==> src/rtl/lbm_cell_sweeper.sv <==
`default_nettype none
// ============================================================================
// Module : lbm_cell_sweeper
// Walks every lattice cell in row-major order: read from the distribution
// BRAM, hand the nine densities to the collision unit, write the result back.
// Rev    : 1.0
// ============================================================================
module lbm_cell_sweeper #(
  parameter int GRID_W       = 64,
  parameter int GRID_H       = 48,
  parameter int BRAM_LATENCY = 2,
  parameter int ADDR_W       = $clog2(GRID_W*GRID_H)
) (
  input  logic              clk_in,
  input  logic              rst_in,
  input  logic              start_in,
  input  logic              abort_in,
  output logic [ADDR_W-1:0] bram_addr_out,
  input  logic [8:0][7:0]   bram_rd_data_in,
  output logic              bram_we_out,
  output logic [8:0][7:0]   bram_wr_data_out,
  output logic [8:0][7:0]   coll_data_out,
  output logic              coll_valid_out,
  input  logic [8:0][7:0]   coll_data_in,
  input  logic              coll_done_in,
  output logic              busy_out,
  output logic              sweep_done_out
);

  typedef enum logic [2:0] {
    S_IDLE      = 3'd0,
    S_READ      = 3'd1,
    S_WAIT_RD   = 3'd2,
    S_ISSUE     = 3'd3,
    S_WAIT_COLL = 3'd4,
    S_WRITE     = 3'd5,
    S_DONE      = 3'd6
  } state_t;

  localparam logic [ADDR_W-1:0] LAST_ADDR = ADDR_W'(GRID_W*GRID_H-1);
  localparam logic [1:0]        LAT_INIT  = 2'(BRAM_LATENCY-1);

  state_t            state_q, state_d;
  logic [ADDR_W-1:0] addr_q, addr_d;
  logic [1:0]        lat_q, lat_d;
  logic [8:0][7:0]   cell_q, cell_d;
  logic [8:0][7:0]   result_q, result_d;
  logic              valid_q, valid_d;
  logic              we_q, we_d;
  logic              busy_q, busy_d;
  logic              done_q, done_d;

  always_comb begin
    state_d  = state_q;
    addr_d   = addr_q;
    lat_d    = lat_q;
    cell_d   = cell_q;
    result_d = result_q;
    case (state_q)
      S_IDLE: begin
        if (start_in && !abort_in) begin
          addr_d  = '0;
          state_d = S_READ;
        end
      end
      S_READ: begin
        lat_d   = LAT_INIT;
        state_d = S_WAIT_RD;
      end
      S_WAIT_RD: begin
        if (lat_q == 2'd0) begin
          cell_d  = bram_rd_data_in;
          state_d = S_ISSUE;
        end else begin
          lat_d = lat_q - 2'd1;
        end
      end
      S_ISSUE: state_d = S_WAIT_COLL;
      S_WAIT_COLL: begin
        if (coll_done_in) begin
          result_d = coll_data_in;
          state_d  = S_WRITE;
        end
      end
      S_WRITE: begin
        if (addr_q == LAST_ADDR) begin
          state_d = S_DONE;
        end else begin
          addr_d  = addr_q + ADDR_W'(1);
          state_d = S_READ;
        end
      end
      S_DONE:  state_d = S_IDLE;
      default: state_d = S_IDLE;
    endcase
    // Abort overrides every transition, including the address step out of WRITE.
    if (abort_in && (state_q != S_IDLE)) begin
      state_d = S_IDLE;
      addr_d  = addr_q;
    end
  end

  always_comb begin
    valid_d = (state_d == S_ISSUE);
    we_d    = (state_d == S_WRITE);
    busy_d  = (state_d != S_IDLE);
    done_d  = (state_d == S_DONE);
  end

  always_ff @(posedge clk_in or negedge rst_in) begin
    if (!rst_in) begin
      state_q  <= S_IDLE;
      addr_q   <= '0;
      lat_q    <= 2'd0;
      cell_q   <= '0;
      result_q <= '0;
      valid_q  <= 1'b0;
      we_q     <= 1'b0;
      busy_q   <= 1'b0;
      done_q   <= 1'b0;
    end else begin
      state_q  <= state_d;
      addr_q   <= addr_d;
      lat_q    <= lat_d;
      cell_q   <= cell_d;
      result_q <= result_d;
      valid_q  <= valid_d;
      we_q     <= we_d;
      busy_q   <= busy_d;
      done_q   <= done_d;
    end
  end

  // An abort arriving in the WRITE (or DONE) cycle itself must still cancel it.
  assign bram_we_out      = we_q & ~abort_in;
  assign sweep_done_out   = done_q & ~abort_in;
  assign bram_addr_out    = addr_q;
  assign bram_wr_data_out = result_q;
  assign coll_data_out    = cell_q;
  assign coll_valid_out   = valid_q;
  assign busy_out         = busy_q;

endmodule
`default_nettype wire

==> config.mk <==
export PLATFORM = sky130hd
export DESIGN_NAME = lbm_cell_sweeper
export DESIGN_NICKNAME = d
export VERILOG_FILES = /design/src/rtl/lbm_cell_sweeper.sv
export SDC_FILE = /design/constraint.sdc
export NUM_CORES = 1
export LEC_CHECK = 0
export ABC_AREA = 1
export BUFFER_PORTS_ARGS = -buffer_cell sky130_fd_sc_hd__buf_2
export CELL_PAD_IN_SITES_DETAIL_PLACEMENT = 0
export CELL_PAD_IN_SITES_GLOBAL_PLACEMENT = 2
export CORE_MARGIN = 4
export CORE_UTILIZATION = 28
export DETAILED_ROUTE_END_ITERATION = 16
export PLACE_DENSITY_LB_ADDON = 0.1
export SLEW_MARGIN = 10
export SYNTH_ARGS = -nofsm -noshare
export SYNTH_HDL_FRONTEND = slang
export SYNTH_SLANG_ARGS = --single-unit
==> constraint.sdc <==
create_clock -name clk_in -period 2 [get_ports clk_in]
set_input_delay 0.5 -clock clk_in [delete_from_list [all_inputs] [get_ports clk_in]]
set_output_delay 0.5 -clock clk_in [all_outputs]
set_load 0.005 [all_outputs]
==> impl_metrics.tcl <==
set metrics [dict create \
    ys_warn_count 0 \
    cp.required_ns 2.31 \
    layout-drive-gt1-share_pct 45.5 \
    cts_max_level 4 \
    avgSynthCellArea_sq_um 10.9 \
    critPathArrivalTime_ns 2.05 \
    r2r-start "state_q[0]" \
    multiInputGateArea_sq_mm 0.00248 \
    vias 5365 \
    synth_top_area_share_pct 60.0 \
    clk_pin_slew_worst_paths_ns 0.07 \
    viasPerCell 4.16 \
    fill_cells 2490 \
    stdcell_area_sq_mm 0.00955 \
    grt_pass1_vias 5311 \
    period_needed_ns 1.74 \
    cts_buffers 17 \
    syn_area_sq_mm 0.00689 \
    fin_worst_skew_ns 0.0158 \
    fp.coreArea_sq_mm 0.0242 \
    ant_nets 0 \
    slew-limit-headroom_pct 64.3 \
    drv_slew 0 \
    cp_max_fo 20 \
    cts_tree "yes" \
    postCtsSetupRepairBufs 0 \
    power_density_mw_per_mm2 1410 \
    routed_wl_um 20300 \
    cts.repair.resized 0 \
    ff_latch_area_sq_mm 0.00413 \
    hold_viol 0 \
    antenna_found_initial 4 \
    synth.distinct_cells 28 \
    critical_path_class "reg -> reg" \
    clock_sinks 165 \
    insertion_delay_ns 0.43 \
    crit_path_start_kind "flip-flop" \
    die_h_um 165 \
    start_util_pct 28.4 \
    placed_area_sq_mm 0.00895 \
    drt_iter0_markers 241 \
    firstDrtPassIters 5 \
    reg2reg_to "bram_wr_data_out[5]" \
    io_pins 309 \
    synth.most_common_cell "nand2_1" \
    timing.fmax_ghz 0.574 \
    num_rows 57 \
    die_w_um 165 \
    synthToLayoutAreaGrowth_pct 38.7 \
    drc 0 \
    crit_path_end_kind "flip-flop" \
    rsz0062_at_grt "false" \
    clk_path_buf_depth 2 \
    synthCells 630 \
    netlist_top_cells_area "dfrtp_1 60%, mux2_4 15%, nand2_1 15%" \
    port-buffer-count 308 \
    avgRoutedWirePerCell_um 15.8 \
    ctsRootBufferMaster "clkbuf_16" \
    nNetsFinal 1102 \
    hold_class "in -> async" \
    synth-edff-count 0 \
    grt_pass1_wl_um 30600 \
    yosysTopAreaCell "dfrtp_1" \
    hold_buffers 0 \
    seq_area_frac_synth_pct 60.0 \
    overflow 0 \
    status "finished clean" \
    irDropWorstVdd_mv 0.496 \
    finalSetupViolCount 0 \
    leakage_uw 0.00543 \
    regToRegSetupSlack_ns 0.26 \
    synth_nets 781 \
    dpl.hpwl_um 15200 \
    synthTopCellsByCount "273 x nand2_1, 165 x dfrtp_1, 70 x mux2_4" \
    r2r_cells 4 \
    setup-tns-final_ns 0 \
    tightest_slew_ns 0.535 \
    async_reset_ff_share_pct 100 \
    die-area_sq_mm 0.0272 \
    synth-main-ff-cell "dfrtp_1" \
    drv_cap 0 \
    ys_ff_latch 165 \
    grt.total_usage_pct 14.6 \
    grt_max_degree 74 \
    min_period_over_period_pct 87.1 \
    gp_congestion 0.693 \
]
-- routing by layer --
metal / vias up / part of all wire, % / GRT usage, %
met1: 2497 / 44 / 19.4
li1: 2650 / - / -
met3: 27 / 7.8 / 5.02
met4: 6 / 1.5 / 4.08
met2: 185 / 46 / 22.8
met5: - / 0.18 / 0
-- worst max path at each step --
stage / depth (start not counted) / slack (ns) / to / startpoint
3_3_place_gp: 4 / 0.25 / bram_wr_data_out[54] / state_q[0]
3_5_place_dp: 4 / 0.24 / bram_wr_data_out[49] / state_q[0]
2_1_floorplan: 9 / 0.44 / bram_addr_out[3] / bram_addr_out[0]
6_report: 4 / 0.26 / bram_wr_data_out[5] / state_q[0]
4_1_cts: 8 / 0.22 / bram_addr_out[5] / bram_addr_out[1]
5_1_grt: 8 / 0.004 / bram_addr_out[11] / bram_addr_out[1]
-- cell families (layout without fill, tap and decap cells) --
kind of cell,count (synthesis),count (layout),share of synthesized area [%]
adders and majority gates,2,2,0.363
buffers and inverters,50,384,3.98
AOI/OAI and AO/OA,14,14,1.13
muxes,72,72,15.6
other,0,3,0
xor gates and xnor gates,2,2,0.254
and+or+nand+nor,325,325,18.7
DFF,165,165,60.0
-- state kept, by name, summed over array words and instances, names as in the netlist --
signal	cells
busy_out	1
bram_addr_out	12
coll_valid_out	1
coll_data_out	72
state_q	3
we_q	1
lat_q	2
done_q	1
bram_wr_data_out	72
-- area by class of cell --
cell class | count | area share (%)
well taps | 324 | 4.24
clock buffers | 18 | 4.49
inverters | 26 | 1.03
repair buffers | 326 | 19.2
flip-flops and latches | 165 | 43.2
clock inverters | 14 | 1.75
multi-input cells | 415 | 26.0
diodes | 3 | 0.0786
-- critical path, cell delays in order (launching register included) --
cell and delay [ns]:
dfrtp_1 0.43, nor2_2 0.21, nand3_4 0.35, buf_12 0.31, mux2_4 0.31
-- where the power goes --
part / total [uW] / switching [uW] / internal (uW)
registers: 5470 / 709 / 4760
logic: 4700 / 2190 / 2520
clock network: 3350 / 1470 / 1880
total: 13500 / 4360 / 9150
-- stage by stage --
step                cells  setup WS [ns]  total power (uW)  hold WS (ns)  util [%]
floorplan             630          0.437              7990         0.204         -
global placement     1256          0.255             10300         0.458      36.9
detailed placement   1256          0.241             10300         0.460      36.9
CTS                  1288          0.224             13800        0.0250      39.4
global route         1288        0.00412             14600        0.0411      39.4
finish               1291          0.258             13500        0.0184      39.4
-- placed cells by master (no fill, tap or decap), types with 2 or more instances in the layout --
master / n
clkinv_2: 2
nand2_1: 273
nand3_2: 2
buf_4: 6
o21ai_0: 2
diode_2: 3
mux2_4: 70
buf_2: 307
inv_6: 5
nor2_1: 21
nand4_1: 3
nand3_1: 21
o21ai_1: 8
buf_12: 12
mux2_2: 2
ha_1: 2
clkbuf_16: 17
inv_2: 2
inv_1: 23
clkinvlp_4: 3
dfrtp_1: 165
bufinv_16: 2
Power figures use the tool's default switching activity.
